<file path="src/rtl/frame_deserializer.sv">
// Serial-to-parallel frame assembler: collects CHANNELS words of WIDTH bits after a
// start-of-frame strobe and presents the finished frame on a held valid/ready output.
module frame_deserializer #(
  parameter int WIDTH     = 24,
  parameter int CHANNELS  = 2,
  parameter int MSB_FIRST = 1
) (
  input  logic                      i_clk,
  input  logic                      i_rst,
  input  logic                      i_en,
  input  logic                      i_din,
  input  logic                      i_frame,
  input  logic                      i_dout_ready,
  output logic [WIDTH*CHANNELS-1:0] ov_dout,
  output logic                      o_dout_valid,
  output logic                      o_frame_err,
  output logic                      o_overrun,
  output logic                      o_dbg_state
);

  // Output handshake: a frame transfers on any edge where o_dout_valid and i_dout_ready
  // are both high; o_dout_valid never drops without such a transfer.

  localparam int FW = WIDTH * CHANNELS;
  localparam int BW = $clog2(WIDTH);
  localparam int CW = (CHANNELS > 1) ? $clog2(CHANNELS) : 1;
  localparam int IW = $clog2(FW);

  typedef enum logic {
    ST_IDLE  = 1'b0,
    ST_SHIFT = 1'b1
  } state_t;

  state_t          state_q, state_d;
  logic [BW-1:0]   bit_cnt_q, bit_cnt_d;
  logic [CW-1:0]   ch_cnt_q, ch_cnt_d;
  logic [FW-1:0]   buf_q, buf_d;
  logic [FW-1:0]   dout_q, dout_d;
  logic            valid_q, valid_d;
  logic            err_q, err_d;
  logic            ovr_q, ovr_d;

  logic            start;
  logic            store;
  logic            complete;
  logic [BW-1:0]   wr_bit;
  logic [CW-1:0]   wr_ch;
  logic [BW-1:0]   wr_pos;
  logic [IW-1:0]   wr_idx;

  always_comb begin
    state_d   = state_q;
    bit_cnt_d = bit_cnt_q;
    ch_cnt_d  = ch_cnt_q;
    buf_d     = buf_q;
    dout_d    = dout_q;
    valid_d   = valid_q;
    err_d     = 1'b0;
    ovr_d     = 1'b0;
    complete  = 1'b0;

    // A strobed i_frame always restarts at channel 0, bit 0, whatever the state.
    start  = i_en & i_frame;
    store  = start | (i_en & (state_q == ST_SHIFT));
    wr_bit = start ? '0 : bit_cnt_q;
    wr_ch  = start ? '0 : ch_cnt_q;
    wr_pos = (MSB_FIRST != 0) ? (BW'(WIDTH - 1) - wr_bit) : wr_bit;
    wr_idx = IW'(int'(wr_ch) * WIDTH + int'(wr_pos));

    if (store) begin
      buf_d[wr_idx] = i_din;
    end

    if (start) begin
      err_d     = (state_q == ST_SHIFT);
      state_d   = ST_SHIFT;
      bit_cnt_d = BW'(1);
      ch_cnt_d  = '0;
    end else if (store) begin
      if (bit_cnt_q == BW'(WIDTH - 1)) begin
        bit_cnt_d = '0;
        if (ch_cnt_q == CW'(CHANNELS - 1)) begin
          ch_cnt_d = '0;
          state_d  = ST_IDLE;
          complete = 1'b1;
        end else begin
          ch_cnt_d = ch_cnt_q + CW'(1);
        end
      end else begin
        bit_cnt_d = bit_cnt_q + BW'(1);
      end
    end

    // A consumer taking the old frame this edge frees the slot for the new one.
    if (complete) begin
      if (!valid_q || i_dout_ready) begin
        dout_d  = buf_d;
        valid_d = 1'b1;
      end else begin
        ovr_d = 1'b1;
      end
    end else if (valid_q && i_dout_ready) begin
      valid_d = 1'b0;
    end
  end

  always_ff @(posedge i_clk) begin
    if (i_rst) begin
      state_q   <= ST_IDLE;
      bit_cnt_q <= '0;
      ch_cnt_q  <= '0;
      buf_q     <= '0;
      dout_q    <= '0;
      valid_q   <= 1'b0;
      err_q     <= 1'b0;
      ovr_q     <= 1'b0;
    end else begin
      state_q   <= state_d;
      bit_cnt_q <= bit_cnt_d;
      ch_cnt_q  <= ch_cnt_d;
      buf_q     <= buf_d;
      dout_q    <= dout_d;
      valid_q   <= valid_d;
      err_q     <= err_d;
      ovr_q     <= ovr_d;
    end
  end

  assign ov_dout      = dout_q;
  assign o_dout_valid = valid_q;
  assign o_frame_err  = err_q;
  assign o_overrun    = ovr_q;
  assign o_dbg_state  = state_q;

endmodule

</file>
<file path="config.mk">
export PLATFORM = sky130hd
export DESIGN_NAME = frame_deserializer
export DESIGN_NICKNAME = d
export VERILOG_FILES = /design/src/rtl/frame_deserializer.sv
export SDC_FILE = /design/constraint.sdc
export NUM_CORES = 1
export LEC_CHECK = 0
export CORE_MARGIN = 5
export CORE_UTILIZATION = 61
export CTS_BUF_LIST = sky130_fd_sc_hd__clkbuf_8
export CTS_CLUSTER_SIZE = 25
export DETAILED_ROUTE_END_ITERATION = 10
export GPL_TIMING_DRIVEN = 0
export PLACE_DENSITY = 0.88
export SLEW_MARGIN = 10
export SYNTH_ARGS = -nofsm -noshare
export SYNTH_HDL_FRONTEND = slang
export SYNTH_SLANG_ARGS = --single-unit
</file>
<file path="constraint.sdc">
create_clock -name i_clk -period 7.5 [get_ports i_clk]
set_clock_uncertainty 0.05 [all_clocks]
set_input_delay 1.5 -clock i_clk [delete_from_list [all_inputs] [get_ports i_clk]]
set_output_delay 1.5 -clock i_clk [all_outputs]
set_load 0.02 [all_outputs]
</file>
# ---- Word-level counts from Yosys, hierarchy flattened
# Cells that the tools add are included.
dict set report classes {
  n_bitwise 5
  multipliers 1
  n_addsub 4
  eq_ne 2
  muxes 22
  n_reduce_logical 15
  magnitude_cmp 2
}
# operator count
set ops {}
lappend ops {{$bwmux W48} 1}
lappend ops {{$mux W48} 1}
lappend ops {{$mux W1} 17}
lappend ops {{$mux W5} 2}
lappend ops {{$reduce_bool A2 Y1} 4}
lappend ops {{$lt A6 B7 Y1 const B} 1}
lappend ops {{$add A6 B5 Y6} 1}
lappend ops {{$demux W1 S6} 1}
lappend ops {{$ge A6 B1 Y1 const B} 1}
lappend ops {{$reduce_and A2 Y1} 3}
lappend ops {{$reduce_or A2 Y1} 3}
lappend ops {{$add A5 B1 Y5 const B} 1}
lappend ops {{$eq A5 B5 Y1 const B} 1}
lappend ops {{$sub A5 B5 Y5 const A} 1}
lappend ops {{$mul A1 B2 Y3 const B} 1}
lappend ops {{$reduce_and A3 Y1} 1}
lappend ops {{$and A1 B1 Y1} 2}
lappend ops {{$logic_and A1 B1 Y1} 2}
lappend ops {{$ne A2 B1 Y1 const B} 1}
lappend ops {{$not A1 Y1} 2}
lappend ops {{$add A1 B1 Y1 const B} 1}
lappend ops {{$logic_not A1 Y1} 1}
lappend ops {{$logic_or A1 B1 Y1} 1}
lappend ops {{$or A1 B1 Y1} 1}
dict set report word_totals {
  reg_bits 106
  word_cells 60
  input_bits 6
}

# ---- Longest topological paths before layout
# Gate-level depths: netlist (run 1).
dict set report depth {
  depth_word 10
  ltp_mapped 10
  depth_no_buf 8
}

# ---- Least setup slack after synthesis (run 1)
# OpenSTA, ideal clock, no wires.
dict set report synth_timing {
  path_kind {in2reg}
  startpoint {in i_en}
  endpoint {reg dout_q[16] (netlist: ov_dout[16])}
  t_arrival_ns 3.657
  path_stages 10
  required_ns 7.317
  n_path_buf 2
  slack_ns 3.660
  path_cell_list {buf_4 > nand2_1 > and2_1 > ha_1 > fa_1 > nand2b_1 > or3_1 > clkbuf_1 > o21ai_0 > a311oi_1}
}
dict set report synth_between {
  elab_chain_cells 10
}
# item line_no
set synth_lines {}
lappend synth_lines {{start: declaration} 10} ;# input logic i_en,
lappend synth_lines {{$and A1 B1 Y1} 63} ;# start = i_en & i_frame;
lappend synth_lines {{$mux W1 or $mux W5 (tied branches)} {66, 65}}
lappend synth_lines {{$mul A1 B2 Y3 or $sub A5 B5 Y5 (tied branches)} {68, 67}}
lappend synth_lines {{$add A6 B5 Y6} 68} ;# wr_idx = IW'(int'(wr_ch) * WIDTH + int'(wr_pos));
lappend synth_lines {{$lt A6 B7 Y1 (implied by the code) or $ge A6 B1 Y1 (tied branches)} 71} ;# buf_d[wr_idx] = i_din;
lappend synth_lines {{$logic_and A1 B1 Y1 (implied by the code)} 71}
lappend synth_lines {{$mux W1 (implied by the code)} 71}
lappend synth_lines {{$demux W1 S6} 71}
lappend synth_lines {{$bwmux W48} 71}
lappend synth_lines {{$mux W48} 70} ;# if (store) begin
lappend synth_lines {{end signal: assignment} 122} ;# dout_q <= dout_d;
lappend synth_lines {{end: declaration} 38} ;# logic [FW-1:0] dout_q, dout_d;
# Parallel ways exist; a longest one is shown, timed or not.
# A chain may end at the register's enable or synchronous reset.

# ---- Worst setup path in the final report (run 1)
dict set report layout_timing {
  startpoint {in i_en}
  endpoint {reg dout_q[34] (netlist: ov_dout[34])}
}
# Same word-level chain as after synthesis.

==> results of run 1 <==
-- placed cells by master (no fill, tap or decap), types with 10 or more instances in the layout --
cell / n
a311oi_1: 24
nor2b_1: 10
nor2_1: 35
a21oi_1: 69
clkdlybuf4s50_1: 55
nand2_1: 102
dfxtp_1: 106
o21ai_0: 55
clkbuf_1: 17
-- cell type report --
| type | count | area [µm²] | share of cell area (%) |
|---|---|---|---|
| Clock inverter | 7 | 85.1 | 1.69 |
| Timing Repair Buffer | 55 | 551 | 11.0 |
| Buffer | 35 | 169 | 3.36 |
| Tap cell | 80 | 100 | 1.99 |
| Clock buffer | 9 | 124 | 2.47 |
| Multi-Input combinational cell | 352 | 1870 | 37.2 |
| Inverter | 1 | 3.75 | 0.0747 |
| Sequential cell | 106 | 2120 | 42.3 |
-- worst max-delay path by stage --
stage	from	end	slack [ns]	cells past startpoint
final	i_en	ov_dout[34]	3.53	9
after global routing	i_en	ov_dout[34]	3.29	9
after CTS	i_en	ov_dout[34]	3.55	9
after detailed placement	i_en	ov_dout[34]	3.15	9
after global placement	i_en	ov_dout[34]	3.25	9
after floorplan	i_en	ov_dout[16]	3.66	10
-- power breakdown --
| group | switching [W] | internal (W) |
|---|---|---|
| Combinational | 0.0000249 | 0.00000933 |
| Clock | 0.000206 | 0.000161 |
| Sequential | 0.00000142 | 0.000564 |
| Total | 0.000232 | 0.000734 |
-- critical path, delay by kind of cell --
family,cells,cell delay (ns)
buffers and inverters,1,0.14
AOI/OAI and AO/OA,1,0.31
adders and majority gates,2,0.77
and+or+nand+nor,5,1.48
-- cells by family (layout without fill, tap and decap cells) --
kind of cell             count (synthesis)  count (layout)
AO/OA/AOI/OAI                          157             157
XOR/XNOR                                 2               2
adder cells (fa/ha/maj)                  3               3
buffers and inverters                   36             107
flip-flops                             106             106
multiplexers                             1               1
AND/OR/NAND/NOR                        189             189
-- metrics by stage --
step	cell area [µm²]	hold WS, ns	power [W]	util, %
floorplan	4160	0.377	0.000600	-
global placement	4810	0.384	0.000611	71.6
detailed placement	4810	0.390	0.000611	71.6
CTS	5020	0.407	0.000967	74.7
global route	5020	0.426	0.000997	74.7
finish	5020	0.404	0.000966	74.7
-- metal layers --
layer	GRT usage, %	vias up	wire [µm]
met3	5.93	23	931
met2	42.5	209	5220
met4	10.6	0	190
met5	0	-	0
li1	-	1860	-
met1	31.6	1837	4420
-- flip-flops by register name, summed over array words and instances (netlist names) --
signal	flops
bit_cnt_q	5
buf_q	48
ch_cnt_q	1
o_dbg_state	1
o_dout_valid	1
o_frame_err	1
o_overrun	1
ov_dout	48
==> metrics.csv, run 1 <==
stage,metric,value,unit
status,outcome,"finished, final reports clean",
cts,H-tree lvl count,3,
detailed_routing,number of remaining DRC errors,0,
job,Max Cap Viol,0,
critical_path,FF-to-FF End,ov_dout[34],
timing,setup TNS,0,ns
timing,RSZ-0062 raised after global routing,false,
yosys,Synth Instances,494,
yosys,largest family of logic cells by synthesized area,compound AO/OA/AOI/OAI gates,
hold_path,type of the most critical hold path,reg2reg,
cts,post_cts resized,0,
detailed_routing,Initial DRC Count,385,
timing,Fin. Hold Viols,0,
cts,total CTS buffers,9,
critical_path,Worst EP arrival,4.22,ns
yosys,Synth Area in Simple Gates,21.6,%
cells_and_area,share of layout cells above drive strength 1,7.43,%
timing,final setup fails,0,
yosys,Yosys warning total,0,
grt,antenna violations before repair,0,
cells_and_area,Synth-to-Final Area Change,20.6,%
yosys,Commonest cells post-synth,"106 x dfxtp_1, 102 x nand2_1, 69 x a21oi_1",
cts,cts hold-fix bufs,0,
yosys,Syn Area/Cell,8.43,µm²
die,Die Y,92.6,µm
detailed_routing,WL/cell,16.7,µm
timing,Worst slew margin,37.4,%
grt,largest net degree at the start of global routing,20,
yosys,"EDFF count, synth",0,
yosys,sequential fraction of the synthesis area,51.0,%
yosys,Synth area leaders,"dfxtp_1 51%, nand2_1 9.2%, a21oi_1 8.3%",
critical_path,R2R Setup Slk,4.49,ns
hold_path,hold path depth,2,
yosys,area share of fa/ha/maj cells after synthesis,1.08,%
power_and_ir_drop,Pwr Density,192,nW/µm²
die,Core Footprint,6720,µm²
die,Ports,58,
placement,Detailed Place HPWL,7.53,mm
critical_path,r2r startpoint,bit_cnt_q[3],
yosys,top-count cell post-synth,dfxtp_1,
grt,global route overflow,0,
yosys,Syn Nets,503,
critical_path,CP max FO,10,
die,die area,8580,µm²
cells_and_area,Final nets,569,
cts,CTS tree,yes,
grt,first-pass GRT wire length,17.4,mm
power_and_ir_drop,Worst VDD drop,0.000158,V
cts,CTS max path bufs,2,
cts,clock root cell,clkbuf_8,
die,Initial Utilization,62.0,%
critical_path,max incr delay on CP,0.71,ns
yosys,"Cell Area, Synth",4160,µm²
detailed_routing,vias,3929,
yosys,ys async rst share,0,%
detailed_routing,final WL,10.8,mm
critical_path,reg2reg path depth,7,
critical_path,slowest CP cell,nor3_1,
yosys,Post-Synth XOR/XNOR Area,0.421,%
timing,Tcrit/Tclk final,53.0,%
placement,Final GP Congestion,0.924,
hold_path,Hold Crit Start,buf_q[31],
die,Die X,92.6,µm
yosys,Main synth FF type,dfxtp_1,
yosys,#FFs+latches synth,106,
placement,Buffers on Ports,55,
cts,CTS Sinks,106,
yosys,multiplexer area fraction after synthesis,0.240,%
die,Rows,30,
cts,Skew-Pair Late Insertion Delay,0.38,ns
critical_path,Worst Setup Start Kind,input pin,
placement,Placed Cells,629,
yosys,"area leader, netlist",dfxtp_1,
yosys,Synth Area in Compound Gates,21.6,%
cts,postcts setup bufs,0,
placement,Post-Place Worst Slack,3.15,ns
yosys,Synth cell types,42,
critical_path,sequence of cells on the critical path,buf_4 > nand2_1 > and2_1 > ha_1 > fa_1 > nand2b_1 > nor3_1 > nand2_1 > a311oi_1,
grt,vias in the first global route,3702,
hold_path,sink of the worst hold path,ov_dout[31],
critical_path,WP data required,7.74,ns
cells_and_area,diode count,0,
yosys,share of the synthesized area in the top cell type,51.0,%
power_and_ir_drop,Lkg Pwr,1.62,nW
timing,pin slew with the least headroom to its limit,0.931,ns
detailed_routing,Antenna Nets Post-Route,0,
critical_path,CP most frequent cell,nand2_1,
detailed_routing,Via-to-Cell Ratio,6.09,
timing,Final WS setup,3.53,ns
cts,"Clk pin slew, worst setup/hold paths",0.11,ns
detailed_routing,Pre-antenna DRT Iters,5,
timing,"Slew Viols, Final",0,
timing,"Min Clock Period, post-route",3.97,ns
timing,Max Freq,252,MHz
critical_path,critical path endpoint category,flip-flop,
cells_and_area,layout filler cell count,496,
cells_and_area,non-filler instance count after layout,645,
critical_path,CP Class,in2reg,
grt,total track usage,25.5,%
Power figures use the tool's default switching activity.
==> inputs of run 2 (changes only) <==
--- a/config.mk
+++ b/config.mk
@@ -6,12 +6,12 @@
 export NUM_CORES = 1
 export LEC_CHECK = 0
 export CORE_MARGIN = 5
-export CORE_UTILIZATION = 61
+export CORE_UTILIZATION = 56
 export CTS_BUF_LIST = sky130_fd_sc_hd__clkbuf_8
 export CTS_CLUSTER_SIZE = 25
 export DETAILED_ROUTE_END_ITERATION = 10
 export GPL_TIMING_DRIVEN = 0
-export PLACE_DENSITY = 0.88
+export PLACE_DENSITY = 0.81
 export SLEW_MARGIN = 10
 export SYNTH_ARGS = -nofsm -noshare
 export SYNTH_HDL_FRONTEND = slang
==> constraint.sdc (replaced) <==
create_clock -name i_clk -period 3.8 [get_ports i_clk]
set_clock_uncertainty 0.05 [all_clocks]
set_input_delay 0.76 -clock i_clk [delete_from_list [all_inputs] [get_ports i_clk]]
set_output_delay 0.76 -clock i_clk [all_outputs]
set_load 0.02 [all_outputs]
==> run 2 against run 1 <==
Power rose by 100%. Via count fell by 2.5%. Final cell count rose by 2.9%. Core utilization fell by 5.0 points. Register-to-register slack got worse by 3.7 ns. Flip-flop and latch count did not move. Critical path type unchanged.
==> metrics.csv, run 2 (synthesis results as in run 1) <==
stage,metric,value,unit,change
cells_and_area,non-filler instance count after layout,664,,+2.9%
detailed_routing,vias,3832,,-2.5%
cts,CTS Sinks,106,,unchanged
timing,Tcrit/Tclk final,84.1,%,
timing,final setup fails,0,,unchanged
die,Die X,96.2,µm,+3.9%
status,outcome,"finished, final reports clean",,
power_and_ir_drop,Logic pwr share,3.5,%,about the same
grt,largest net degree at the start of global routing,20,,unchanged
placement,placed instance area,4840,µm²,+0.49%
timing,Worst slew margin,35.5,%,-2.0 points
cts,cts hold-fix bufs,0,,unchanged
die,die area,9260,µm²,+7.9%
die,Rows,31,,+3.3%
critical_path,WP data required,4.05,ns,-3.69 ns
detailed_routing,Via-to-Cell Ratio,5.77,,-5.3%
critical_path,critical path endpoint category,flip-flop,,
critical_path,CP top delay family,simple AND/OR/NAND/NOR gates,,
timing,Max Freq,313,MHz,
placement,Buffers on Ports,55,,unchanged
power_and_ir_drop,Switching Fraction,24.1,%,+0.085 points
job,Max Cap Viol,0,,unchanged
power_and_ir_drop,Pwr Density,383,nW/µm²,+99%
cts,CTS tree,yes,,
placement,Placed Cells,648,,+3.0%
cells_and_area,Synth-to-Final Area Change,21.5,%,
detailed_routing,WL/cell,16.1,µm,-3.6%
cts,H-tree lvl count,3,,unchanged
cells_and_area,Final nets,569,,unchanged
cells_and_area,final instance area,5060,µm²,+0.67%
placement,Final GP Congestion,0.916,,-0.90%
cts,postcts setup bufs,0,,unchanged
cells_and_area,diode count,0,,unchanged
critical_path,Worst EP arrival,3.44,ns,-0.78 ns
critical_path,CP Class,in2reg,,
timing,"Slew Viols, Final",0,,unchanged
power_and_ir_drop,NetSw,0.000467,W,+100%
power_and_ir_drop,internal power,0.00147,W,+100%
power_and_ir_drop,Clock power frac,38.9,%,+0.9 points
power_and_ir_drop,Flop pwr share,57.6,%,-0.9 points
cts,Skew-Pair Late Insertion Delay,0.38,ns,about the same
timing,"Min Clock Period, post-route",3.19,ns,
detailed_routing,Pre-antenna DRT Iters,4,,-1
timing,RSZ-0062 raised after global routing,false,,
placement,Detailed Place HPWL,7.58,mm,+0.66%
hold_path,type of the most critical hold path,reg2reg,,
cells_and_area,share of layout cells above drive strength 1,7.43,%,unchanged
power_and_ir_drop,Lkg Pwr,1.63,nW,+0.38%
power_and_ir_drop,Worst VDD drop,0.000216,V,+37%
grt,first-pass GRT wire length,17.5,mm,+0.28%
detailed_routing,Antenna Nets Post-Route,0,,unchanged
detailed_routing,Initial DRC Count,297,,-23%
cells_and_area,layout filler cell count,615,,+24%
cells_and_area,"commonest non-fill, non-tap cells in the layout","106 x dfxtp_1, 102 x nand2_1, 69 x a21oi_1",,
critical_path,worst path buffer plus inverter count,1,,unchanged
die,Core Footprint,7250,µm²,+8.0%
critical_path,Worst Setup Start Kind,input pin,,
critical_path,CP most frequent cell,nand2_1,,
timing,Fin. Hold Viols,0,,unchanged
cells_and_area,"commonest non-fill, non-tap cell in the layout",dfxtp_1,,
cts,CTS max path bufs,2,,unchanged
critical_path,sequence of cells on the critical path,buf_4 > nand2_1 > and2_1 > ha_1 > fa_1 > nand2b_1 > nor3_1 > nand2_1 > a311oi_1,,
cts,clock root cell,clkbuf_8,,
die,Initial Utilization,57.4,%,-4.6 points
die,Die Y,96.2,µm,+3.9%
detailed_routing,final WL,10.7,mm,-0.80%
grt,vias in the first global route,3645,,-1.5%
grt,total track usage,24.8,%,-0.68 points
critical_path,max incr delay on CP,0.71,ns,about the same
cts,"Clk pin slew, worst setup/hold paths",0.11,ns,about the same
critical_path,CP max FO,10,,unchanged
detailed_routing,number of remaining DRC errors,0,,unchanged
grt,antenna violations before repair,0,,unchanged
die,Ports,58,,unchanged
critical_path,slowest CP cell,nor3_1,,
timing,pin slew with the least headroom to its limit,0.961,ns,+0.0295 ns
cts,total CTS buffers,9,,unchanged
timing,setup TNS,0,ns,unchanged
cts,post_cts resized,0,,unchanged
grt,global route overflow,0,,unchanged
-- run 2: path summary, 6_finish.rpt --
| path | startpoint | end | slack (ns) | cells past startpoint |
|---|---|---|---|---|
| setup / recovery | i_en | ov_dout[32] | 0.61 | 9 |
| hold / removal | buf_q[38] | ov_dout[38] | 0.40 | 2 |
| setup reg to reg | bit_cnt_q[3] | ov_dout[32] | 0.84 | 7 |
| hold reg to reg | buf_q[38] | ov_dout[38] | 0.40 | 2 |
-- run 2: worst register-to-register path, delay by kind of cell (launching register included) --
| family | cells | cell delay (ns) |
|---|---|---|
| adder cells (fa/ha/maj) | 1 | 0.58 |
| flip-flops | 1 | 0.35 |
| AND/OR/NAND/NOR | 4 | 1.29 |
| AO/OA/AOI/OAI | 2 | 0.60 |
-- run 2: power by group through the flow --
stage	Clock, W	Sequential [W]	Combinational, W
final	0.000754	0.00112	0.0000680
after global routing	0.000810	0.00112	0.0000731
after CTS	0.000762	0.00112	0.0000665
after detailed placement	0	0.00114	0.0000663
after global placement	0	0.00114	0.0000653
after floorplan	0	0.00114	0.0000424
-- run 2: layer usage --
layer,up-vias,track usage [%],wire (µm)
met5,-,0,0
met4,0,8.77,222
met3,18,6.41,830
met2,153,39.3,5050
met1,1801,32.6,4570
li1,1860,-,-
-- run 2: per-stage QoR --
step | total power [W] | utilization (%) | hold WS (ns) | worst slack (ns)
finish | 0.00194 | 69.7 | 0.399 | 0.605
global route | 0.00200 | 69.7 | 0.418 | 0.344
CTS | 0.00194 | 69.7 | 0.399 | 0.609
detailed placement | 0.00121 | 66.7 | 0.388 | 0.214
global placement | 0.00121 | 66.7 | 0.387 | 0.269
floorplan | 0.00118 | - | 0.377 | 0.700
-- run 2: final cells by class --
type	instances	area, µm²	area share (%)
plain buffers	35	169	3.34
clock buffers	10	138	2.72
clock inverters	6	81.3	1.61
inverters	1	3.75	0.0742
multi-input cells	352	1870	36.9
flip-flops and latches	106	2120	42.0
well taps	99	124	2.45
repair buffers	55	551	10.9
==> inputs of run 3 (changes only) <==
==> constraint.sdc (replaced) <==
create_clock -name i_clk -period 3.2 [get_ports i_clk]
set_clock_uncertainty 0.05 [all_clocks]
set_input_delay 0.64 -clock i_clk [delete_from_list [all_inputs] [get_ports i_clk]]
set_output_delay 0.64 -clock i_clk [all_outputs]
set_load 0.02 [all_outputs]
==> run 3 against run 2 <==
Sequential share of layout area hardly changed. First-iteration DRC count is 2.0% lower. Worst hold slack worse by 0.00062 ns. Critical path type unchanged. Highest routed layer unchanged. Routed wire length is 0.81% higher. Largest cell class unchanged. Final area hardly changed. Critical endpoint is now ov_dout[17].
==> metrics.csv, run 3 (synthesis results as in run 1) <==
stage,metric,value,unit,change
status,outcome,"finished, final reports clean",,
critical_path,FF-to-FF End,ov_dout[17],,
detailed_routing,Antenna Nets Post-Route,0,,unchanged
placement,Detailed Place HPWL,7.58,mm,unchanged
placement,Placed Cells,648,,unchanged
critical_path,CP Class,in2reg,,
hold_path,type of the most critical hold path,reg2reg,,
grt,global route overflow,0,,unchanged
placement,Final GP Congestion,0.916,,unchanged
cells_and_area,"Core Util, Final",69.8,%,about the same
die,Rows,31,,unchanged
cts,postcts setup bufs,0,,unchanged
critical_path,CP Launch Point,i_en,,
timing,"Min Clock Period, post-route",3.03,ns,
die,Die X,96.2,µm,unchanged
die,Initial Utilization,57.4,%,unchanged
die,die area,9260,µm²,unchanged
critical_path,Worst EP arrival,3.24,ns,-0.20 ns
timing,Max Freq,330,MHz,
cts,total CTS buffers,9,,unchanged
grt,vias in the first global route,3645,,unchanged
critical_path,CP max FO,10,,unchanged
cts,Skew-Pair Late Insertion Delay,0.38,ns,about the same
cells_and_area,"commonest non-fill, non-tap cell in the layout",dfxtp_1,,
grt,first-pass GRT wire length,17.5,mm,unchanged
cells_and_area,Synth-to-Final Area Change,21.6,%,about the same
grt,total track usage,24.8,%,unchanged
grt,largest net degree at the start of global routing,20,,unchanged
cts,CTS Sinks,106,,unchanged
cells_and_area,"commonest non-fill, non-tap cells in the layout","106 x dfxtp_1, 102 x nand2_1, 69 x a21oi_1",,
timing,RSZ-0062 raised after global routing,false,,
timing,"Slew Viols, Final",0,,unchanged
timing,pin slew with the least headroom to its limit,0.969,ns,+0.00855 ns
power_and_ir_drop,Pwr Density,456,nW/µm²,+19%
detailed_routing,number of remaining DRC errors,0,,unchanged
cells_and_area,diode count,0,,unchanged
job,Max Cap Viol,0,,unchanged
placement,Buffers on Ports,55,,unchanged
die,Ports,58,,unchanged
die,Die Y,96.2,µm,unchanged
critical_path,reg2reg path depth,8,,+1
cts,clock root cell,clkbuf_8,,
timing,Fin. Hold Viols,0,,unchanged
detailed_routing,Via-to-Cell Ratio,5.76,,-0.16%
detailed_routing,final WL,10.8,mm,+0.81%
detailed_routing,WL/cell,16.2,µm,+0.81%
critical_path,crit path to,ov_dout[17],,
cells_and_area,non-filler instance count after layout,664,,unchanged
timing,setup TNS,0,ns,unchanged
cts,CTS max path bufs,2,,unchanged
cts,CTS tree,yes,,
critical_path,critical path endpoint category,flip-flop,,
detailed_routing,vias,3826,,-0.16%
critical_path,R2R Setup Slk,0.30,ns,-0.54 ns
timing,final setup fails,0,,unchanged
cells_and_area,share of layout cells above drive strength 1,7.61,%,+0.18 points
power_and_ir_drop,Lkg Pwr,1.63,nW,about the same
die,Core Footprint,7250,µm²,unchanged
critical_path,Worst Setup Start Kind,input pin,,
detailed_routing,Initial DRC Count,291,,-2.0%
timing,Worst slew margin,34.9,%,-0.57 points
critical_path,WP data required,3.40,ns,-0.65 ns
cells_and_area,Final nets,569,,unchanged
power_and_ir_drop,Worst VDD drop,0.000258,V,+19%
timing,Tcrit/Tclk final,94.7,%,
grt,antenna violations before repair,0,,unchanged
critical_path,r2r startpoint,bit_cnt_q[3],,
cts,H-tree lvl count,3,,unchanged
detailed_routing,Pre-antenna DRT Iters,5,,+1
cts,"Clk pin slew, worst setup/hold paths",0.11,ns,about the same
## run 3: cell counts in the layout (fill, tap and decap cells not counted)
Identical to the previous run, type by type.
## run 3: where the power goes
part | switching (W) | internal (W)
Clock | 0.000500 | 0.000403
Sequential | 0.00000303 | 0.00132
Combinational | 0.0000596 | 0.0000218
Total | 0.000563 | 0.00175
## run 3: routing by layer
metal | vias up | track usage (%) | part of all wire, %
met4 | 0 | 8.77 | 1.9
met1 | 1801 | 32.6 | 43
met2 | 152 | 39.3 | 47
met3 | 16 | 6.41 | 7.8
met5 | - | 0 | 0
li1 | 1857 | - | -
## run 3: how the worst min path moves through the flow
stage / start / endpoint / slack, ns / cells past startpoint
finish: buf_q[47] / ov_dout[47] / 0.40 / 2
global route: buf_q[46] / ov_dout[46] / 0.42 / 2
CTS: buf_q[47] / ov_dout[47] / 0.40 / 2
detailed placement: buf_q[47] / ov_dout[47] / 0.39 / 2
global placement: buf_q[47] / ov_dout[47] / 0.39 / 2
floorplan: buf_q[15] / ov_dout[15] / 0.38 / 2
## run 3: worst max-delay path, stage by stage
cell and delay [ns]:
buf_4 0.13, nand2_1 0.12, and2_1 0.23, ha_1 0.20, fa_1 0.63, nand2b_1 0.20, or3_1 0.40, clkbuf_1 0.22
o21ai_0 0.31, a311oi_1 0.13
## run 3: what timing repair did
| item | 4_1_cts | 5_1_grt |
|---|---|---|
| resized for setup | 0 | 1 |
| setup endpoints to repair | 0 | 6 |
| hold buffers | 0 | 0 |
## run 3: area by class of cell
cell class	instances	area (µm²)
plain buffers	35	169
clock buffers	10	138
clock inverters	6	81.3
fillers	613	2190
inverters	1	3.75
multi-input cells	352	1870
flip-flops and latches	106	2120
well taps	99	124
repair buffers	55	551
## run 3: per-stage QoR
stage               total power [W]  worst slack [ns]  area (µm²)  hold slack, ns
floorplan                   0.00141             0.220        4160           0.377
global placement            0.00143            -0.211        4840           0.387
detailed placement          0.00143            -0.266        4840           0.388
CTS                         0.00231             0.129        5060           0.399
global route                0.00237            0.0336        5060           0.418
finish                      0.00231             0.168        5060           0.398
